$ cat src/rtl/prs_counter_bank.sv
// Multi-channel pulse counter bank with synchronised inputs, rising-edge counting,
// per-channel enable, sticky overflow flags, atomic snapshot and ready/valid readout.
// Build option: define PRS_CNT_SATURATE_EN to make counters saturate at max instead of wrapping.
module prs_counter_bank #(
  parameter int unsigned NUM_CH      = 16,
  parameter int unsigned CNT_WIDTH   = 8,
  parameter int unsigned SYNC_STAGES = 2,
  // Derived from NUM_CH; not meant to be overridden.
  parameter int unsigned IDX_W       = (NUM_CH > 1) ? $clog2(NUM_CH) : 1
) (
  input  logic                 i_clk,
  input  logic                 i_rst_n,
  input  logic [NUM_CH-1:0]    i_cnt_channels,
  input  logic                 i_cmd_valid,
  input  logic [1:0]           i_cmd_op,
  input  logic [NUM_CH-1:0]    i_cmd_mask,
  output logic                 o_cmd_ready,
  output logic [CNT_WIDTH-1:0] o_rd_data,
  output logic                 o_rd_ovf,
  output logic [IDX_W-1:0]     o_rd_idx,
  output logic                 o_rd_valid,
  output logic                 o_rd_last,
  input  logic                 i_rd_ready,
  output logic [NUM_CH-1:0]    o_ovf,
  output logic                 o_busy
);

  typedef enum logic [0:0] {StIdle, StStream} state_e;

  localparam logic [1:0]           OpSetEn     = 2'b00;
  localparam logic [1:0]           OpSnap      = 2'b01;
  localparam logic [1:0]           OpClear     = 2'b10;
  localparam logic [1:0]           OpSnapClear = 2'b11;
  localparam logic [CNT_WIDTH-1:0] CntMax      = '1;
  localparam logic [IDX_W-1:0]     IdxLast     = IDX_W'(NUM_CH - 1);

  logic [NUM_CH-1:0]    sync_q [SYNC_STAGES];
  logic [NUM_CH-1:0]    sync_d [SYNC_STAGES];
  logic [NUM_CH-1:0]    hist_q, hist_d;
  logic [NUM_CH-1:0]    pulse_edge;
  logic [NUM_CH-1:0]    en_q, en_d;
  logic [CNT_WIDTH-1:0] cnt_q [NUM_CH];
  logic [CNT_WIDTH-1:0] cnt_d [NUM_CH];
  logic [NUM_CH-1:0]    ovf_q, ovf_d;
  logic [CNT_WIDTH-1:0] shadow_q [NUM_CH];
  logic [CNT_WIDTH-1:0] shadow_d [NUM_CH];
  logic [NUM_CH-1:0]    shovf_q, shovf_d;
  state_e               state_q, state_d;
  logic [IDX_W-1:0]     idx_q, idx_d;

  logic                 cmd_accept;
  logic                 do_snap;
  logic                 do_set_en;
  logic [NUM_CH-1:0]    clr_mask;

  assign cmd_accept = i_cmd_valid & (state_q == StIdle);
  assign do_snap    = cmd_accept & ((i_cmd_op == OpSnap) | (i_cmd_op == OpSnapClear));
  assign do_set_en  = cmd_accept & (i_cmd_op == OpSetEn);
  assign clr_mask   = (cmd_accept & ((i_cmd_op == OpClear) | (i_cmd_op == OpSnapClear))) ?
                      i_cmd_mask : '0;

  // Synchroniser chain and edge history; history tracks the input even when disabled.
  always_comb begin
    sync_d[0] = i_cnt_channels;
    for (int s = 1; s < SYNC_STAGES; s++) begin
      sync_d[s] = sync_q[s-1];
    end
    hist_d     = sync_q[SYNC_STAGES-1];
    pulse_edge = sync_q[SYNC_STAGES-1] & ~hist_q;
  end

  // Counter and sticky overflow next state; a clear keeps a same-cycle edge as a count of 1.
  always_comb begin
    cnt_d = cnt_q;
    ovf_d = ovf_q;
    for (int k = 0; k < NUM_CH; k++) begin
      if (pulse_edge[k] & en_q[k]) begin
`ifdef PRS_CNT_SATURATE_EN
        if (cnt_q[k] == CntMax) begin
          ovf_d[k] = 1'b1;
        end else begin
          cnt_d[k] = cnt_q[k] + CNT_WIDTH'(1);
        end
`else
        cnt_d[k] = cnt_q[k] + CNT_WIDTH'(1);
        if (cnt_q[k] == CntMax) begin
          ovf_d[k] = 1'b1;
        end
`endif
      end
      if (clr_mask[k]) begin
        cnt_d[k] = (pulse_edge[k] & en_q[k]) ? CNT_WIDTH'(1) : '0;
        ovf_d[k] = 1'b0;
      end
    end
  end

  // Enable register and snapshot capture of pre-edge counter values.
  always_comb begin
    en_d     = do_set_en ? i_cmd_mask : en_q;
    shadow_d = shadow_q;
    shovf_d  = shovf_q;
    if (do_snap) begin
      shadow_d = cnt_q;
      shovf_d  = ovf_q;
    end
  end

  // Readout FSM: IDLE accepts commands, STREAM walks the snapshot one word per handshake.
  always_comb begin
    state_d = state_q;
    idx_d   = idx_q;
    unique case (state_q)
      StIdle: begin
        if (do_snap) begin
          state_d = StStream;
          idx_d   = '0;
        end
      end
      StStream: begin
        if (i_rd_ready) begin
          if (idx_q == IdxLast) begin
            state_d = StIdle;
            idx_d   = '0;
          end else begin
            idx_d = idx_q + IDX_W'(1);
          end
        end
      end
      default: begin
        state_d = StIdle;
        idx_d   = '0;
      end
    endcase
  end

  // State registers with asynchronous active-low reset.
  always_ff @(posedge i_clk or negedge i_rst_n) begin
    if (!i_rst_n) begin
      sync_q   <= '{default: '0};
      hist_q   <= '0;
      en_q     <= '0;
      cnt_q    <= '{default: '0};
      ovf_q    <= '0;
      shadow_q <= '{default: '0};
      shovf_q  <= '0;
      state_q  <= StIdle;
      idx_q    <= '0;
    end else begin
      sync_q   <= sync_d;
      hist_q   <= hist_d;
      en_q     <= en_d;
      cnt_q    <= cnt_d;
      ovf_q    <= ovf_d;
      shadow_q <= shadow_d;
      shovf_q  <= shovf_d;
      state_q  <= state_d;
      idx_q    <= idx_d;
    end
  end

  // Outputs decoded purely from registered state.
  assign o_cmd_ready = (state_q == StIdle);
  assign o_busy      = (state_q == StStream);
  assign o_rd_valid  = (state_q == StStream);
  assign o_rd_idx    = idx_q;
  assign o_rd_data   = shadow_q[idx_q];
  assign o_rd_ovf    = shovf_q[idx_q];
  assign o_rd_last   = (idx_q == IdxLast);
  assign o_ovf       = ovf_q;

endmodule

$ cat config.mk
export PLATFORM = sky130hd
export DESIGN_NAME = prs_counter_bank
export DESIGN_NICKNAME = d
export VERILOG_FILES = /design/src/rtl/prs_counter_bank.sv
export SDC_FILE = /design/constraint.sdc
export NUM_CORES = 1
export LEC_CHECK = 0
export CORE_ASPECT_RATIO = 0.9
export CORE_MARGIN = 3
export CORE_UTILIZATION = 45
export CTS_BUF_LIST = sky130_fd_sc_hd__clkbuf_16
export CTS_CLUSTER_DIAMETER = 150
export DETAILED_ROUTE_END_ITERATION = 8
export HOLD_SLACK_MARGIN = 0.15
export PLACE_DENSITY_LB_ADDON = 0.12
export SLEW_MARGIN = 15
export SYNTH_ARGS = -nofsm -noshare
export SYNTH_HDL_FRONTEND = slang
export SYNTH_SLANG_ARGS = --single-unit
export TNS_END_PERCENT = 5
$ cat constraint.sdc
create_clock -name i_clk -period 1.9 [get_ports i_clk]
set_input_delay 0.38 -clock i_clk [delete_from_list [all_inputs] [get_ports i_clk]]
set_output_delay 0.38 -clock i_clk [all_outputs]
set_load 0.05 [all_outputs]
; Word-level counts from Yosys, hierarchy flattened
; Index checks and enable logic that the tools add are counted.
[totals]
ff_bits = 357
in_bits = 38
output_inout_bits = 33
elab_cells = 282
[op_classes]
add_sub_neg = 17
order_cmp = 2
eq_ne = 22
n_mux = 110
n_bitwise = 26
reduce_logical = 50
[op_table]
columns = op, n
row1 = $mux 8, 34
row2 = $add 8x1->8 const B, 16
row3 = $eq 8x8->1 const B, 16
row4 = $mux 1, 68
row5 = $reduce_bool 2->1, 32
row6 = $reduce_and 2->1, 17
row7 = $bmux 8 s4, 1
row8 = $and 1x1->1, 20
row9 = $and 16x16->16, 1
row10 = $mux 16, 1
row11 = $not 16->16, 1
row12 = $mux 4, 3
row13 = $pmux 4 s2, 1
row14 = $ge 5x5->1 const B, 1
row15 = $lt 4x5->1 const B, 1
row16 = $not 4->5, 1
row17 = $add 4x1->4 const B, 1
row18 = $bmux 1 s4, 1
row19 = $eq 2x2->1 const B, 2
row20 = $eq 4x4->1 const B, 1
row21 = $eq 2x1->1 const B, 1
row22 = $logic_not 2->1, 1
row23 = $ne 2x1->1 const B, 1
row24 = $ne 2x2->1 const B, 1
row25 = other kinds (3), 4

; Longest topological paths before layout
[logic_depth]
word_depth = 6
depth_mapped = 7
depth_no_buf = 5

; Least setup slack after synthesis
; Ideal clock, no wire load.
[synth_timing]
path_type = reg2out
startpoint = register idx_q[0], in the netlist o_rd_idx[0]
endpoint = output port o_rd_data[6]
arrival_time_ns = 2.010
required_time_ns = 1.520
path_slack_ns = -0.490
path_stages_with_launch = 6
n_path_buf = 2
path_cell_list = dfrtp_1 -> buf_4 -> buf_6 -> mux4_2 -> a22oi_1 -> nand2_1
[synth_between]
elab_chain_len = 4
[synth_rtl]
columns = element, line_no
row1 = "start, declared", 49  ; logic [IDX_W-1:0] idx_q, idx_d;
row2 = "start signal, assigned", 158  ; idx_q <= idx_d;
row3 = $not 4->5 (implied by the code), 167  ; assign o_rd_data = shadow_q[idx_q];
row4 = $bmux 8 s4, 167
row5 = $mux 8 (implied by the code) (2 in a row), 167
row6 = "end, declared", 18  ; output logic [CNT_WIDTH-1:0] o_rd_data,
; Every way passes these cells. The select of a mux whose other input is x is not followed.

; Worst setup path after layout
[layout_timing]
startpoint = register idx_q[0], in the netlist o_rd_idx[0]
endpoint = output port o_rd_data[4]
; The elaborated chain is that of the path after synthesis.

==> flow_summary.toml <==
[finish]
n_antenna_cell = 0
final_cell_mix = "dfrtp_1 (354), mux2_2 (151), nor2_1 (109), nand2_1 (74), buf_4 (58)"
drive_gt1_frac = 0.2979
instances_no_fill = 1855
final_core_util = 0.5562
area_growth_pct = 20.35
final_common_cell = "dfrtp_1"
final_nets = 1422
postLayoutCellArea_um2 = 19150

[yosys]
synth_top_cell_by_area = "dfrtp_1"
syn_nets = 1304
synth-seq-cells = 357
ys_top_cells_by_area = "dfrtp_1 (56%), mux2_2 (11%), mux2i_1 (3.1%)"
synth.avg_cell_area_um2 = 12.74
synth_edf_count = 0
synth.top_cell.area_share = 0.5614
syn_inst = 1249
async_flop_share = 1.000
yosysSeqAreaShare = 0.5614
netlist_area_um2 = 15910
synth_cell_types = 49
ys.flop_type = "dfrtp_1"
yosysWarnings = 0

[routing]
drt_iter0_markers = 483
viasPerCell = 5.304
route.vias.total = 9839
drc = 0
firstDrtPassIters = 5
wl_per_cell_um = 19.17
antenna_left = 0
drt_wl_total_mm = 35.57

[power]
pwr-share-comb = 0.383
power_switching_mw = 12.62
p_clk_frac = 0.210
swShare = 0.3734
p_per_area_nw_per_um2 = 1765
p_int_mw = 21.18
peakVddDrop_uv = 881.5
p_leak_nw = 8.374
pwr-share-seq = 0.407

[cts]
cts_max_path_buffers = 3
clk_pin_slew_ns = 0.06
cts_tree = "yes"
cts_max_level = 2
cts_buffers = 39
clkSinkCount = 357
clkLatencyLatePin_ns = 0.53
root_buffer = "clkbuf_16"

[setup_path]
worstPathCellList = "buf_12 > clkbuf_16 > mux2i_2 > a221oi_2 > a22oi_2 > nand2_4 > buf_4"
critPathBufInv = 3
crit_type = "flip-flop to output port"
endpoint_kind = "output port"
crit_required_ns = 1.52
slowest_stage = "dfrtp_4"
critPathMaxFanout = 4
cp_top_family = "buffers and inverters"
arrival_ns = 2.31
startpoint_type = "flip-flop"
cpPeakStageDelay_ns = 0.51

[outcome]
status = "complete, but fails checks"
violations = "setup timing"

[die]
start_util = 0.4621
die_w_um = 204.2
io_pins = 71
die_h_um = 184.4
row_count = 64
dieArea_um2 = 37660
coreArea_um2 = 34430

[placed_design]
hpwl_mm = 25.62
port_buffers = 70
place_inst = 1782
place_area_um2 = 17700
place_congestion = 0.8239
pre_cts_ws_ns = -0.4896

[min_path]
hold_class = "input pin to flip-flop"

[grt]
grt_pass1_vias = 10030
grt_pass1_wl_mm = 57.88
track_usage = 0.1970
grt-ovfl-total = 0
grt_antenna_before_repair = 0
grt_max_degree = 63

[timing]
timing.final.ws_setup_ns = -0.7906
slew_violations = 0
post-route-period-util = 1.416
slew_headroom = 0.5225
setup_tns_ns = -7.503
setup_viol = 11
tightest_slew_ns = 0.7147
layout_min_cycle_time_ns = 2.691
fmax_ghz = 0.3717
rsz0062_at_grt = "true"
skew_ns = 0.01562
hold_viol_final = 0

[job]
drv_cap = 0
-- through the flow --
stage                     power (mW)  hold slack, ns
after floorplan                21.75         0.08441
final                          33.81          0.2813
after global placement         25.76          0.3312
after detailed placement       25.98          0.3358
after CTS                      33.84          0.2502
after global routing           35.88          0.2512
-- Yosys cell counts (8+ instances only) --
cell type  number
and2_4         14
nand3_1        20
ha_1           17
o21ai_0        31
dfrtp_1       357
and3b_1        12
nand4_1        25
buf_6          20
nor3_1         35
xnor2_1        56
nor2_1        109
nor2b_4         8
nand4b_1        8
nand3b_1        8
inv_1          21
a31oi_1         8
a22oi_1         9
nand2_1        83
a221oi_1       18
or3_1          17
nor4_1         13
mux2i_1        49
a21oi_1        19
and3_1          8
mux2_2        151
xor2_1         36
clkbuf_1       11
mux4_2         18
buf_2          13
buf_4          15
-- final timing paths --
kind / from / endpoint / slack (ns) / cells after the start
hold / removal: i_cnt_channels[3] / sync_d[3] / 0.28 / 1
hold reg to reg: sync_d[15] / hist_d[15] / 0.35 / 0
setup reg to reg: o_rd_idx[0] / o_rd_idx[3] / 0.12 / 8
setup / recovery: o_rd_idx[0] / o_rd_data[4] / -0.79 / 7
max in group asynchronous: i_rst_n / hist_q[7] / 0.80 / 3
min in group asynchronous: i_rst_n / hist_q[5] / 0.37 / 2
-- routing by layer --
layer,share of wire,GRT usage
met2,0.44,0.2921
met4,0.027,0.06164
met3,0.035,0.03073
met5,0,0
met1,0.50,0.2988
-- registers in the layout, summed over array words and instances, names as in the netlist, 16 cells and up --
register	cells
sync_d	16
shadow_q	128
cnt_q	128
hist_d	16
o_ovf	16
shovf_q	16
hist_q	16
en_q	16
-- worst register-to-register path, stage by stage, from the launching register on --
cell and delay, ns:
dfrtp_4 0.51, buf_4 0.17, buf_6 0.14, buf_4 0.15, ha_2 0.21, a21o_1 0.15, a21oi_1 0.15, a41o_1 0.13
a32o_1 0.12
-- final cells by class --
type / instances / area [um2]
timing repair buffer: 139 / 1643
inverter: 21 / 78.83
clock buffer: 39 / 975.9
clock inverter: 28 / 201.4
tap: 462 / 578.1
fill: 2895 / 15280
sequential: 357 / 8940
multi-input combinational: 809 / 6734
-- logic make-up after synthesis --
kind of cell             count (synthesis)  synth area share
AND/OR/NAND/NOR                        377            0.1282
multiplexers                           218            0.1632
AO/OA/AOI/OAI                           99           0.04073
buffers and inverters                   83           0.03633
flip-flops                             357            0.5614
XOR/XNOR                                98           0.05677
adder cells (fa/ha/maj)                 17           0.01337
-- repair_timing --
item | 4_1_cts | 5_1_grt
pin swaps | 13 | 21
setup buffers | 2 | 0
hold buffers | 1 | 0
endpoints found under the hold margin | 35 | 0
cloned | 2 | 1
setup endpoints to repair | 12 | 11
resized for setup | 22 | 12
-- power by group through the flow --
stage          registers, mW  logic (mW)  clock network, mW
5_1_grt                 14.2        14.0               7.71
2_1_floorplan           13.0        8.77                  0
4_1_cts                 13.8        12.7               7.33
6_report                13.8        13.0               7.10
3_5_place_dp            13.9        12.1                  0
3_3_place_gp            13.9        11.9                  0
No activity file was read; power rests on OpenSTA's default activity.
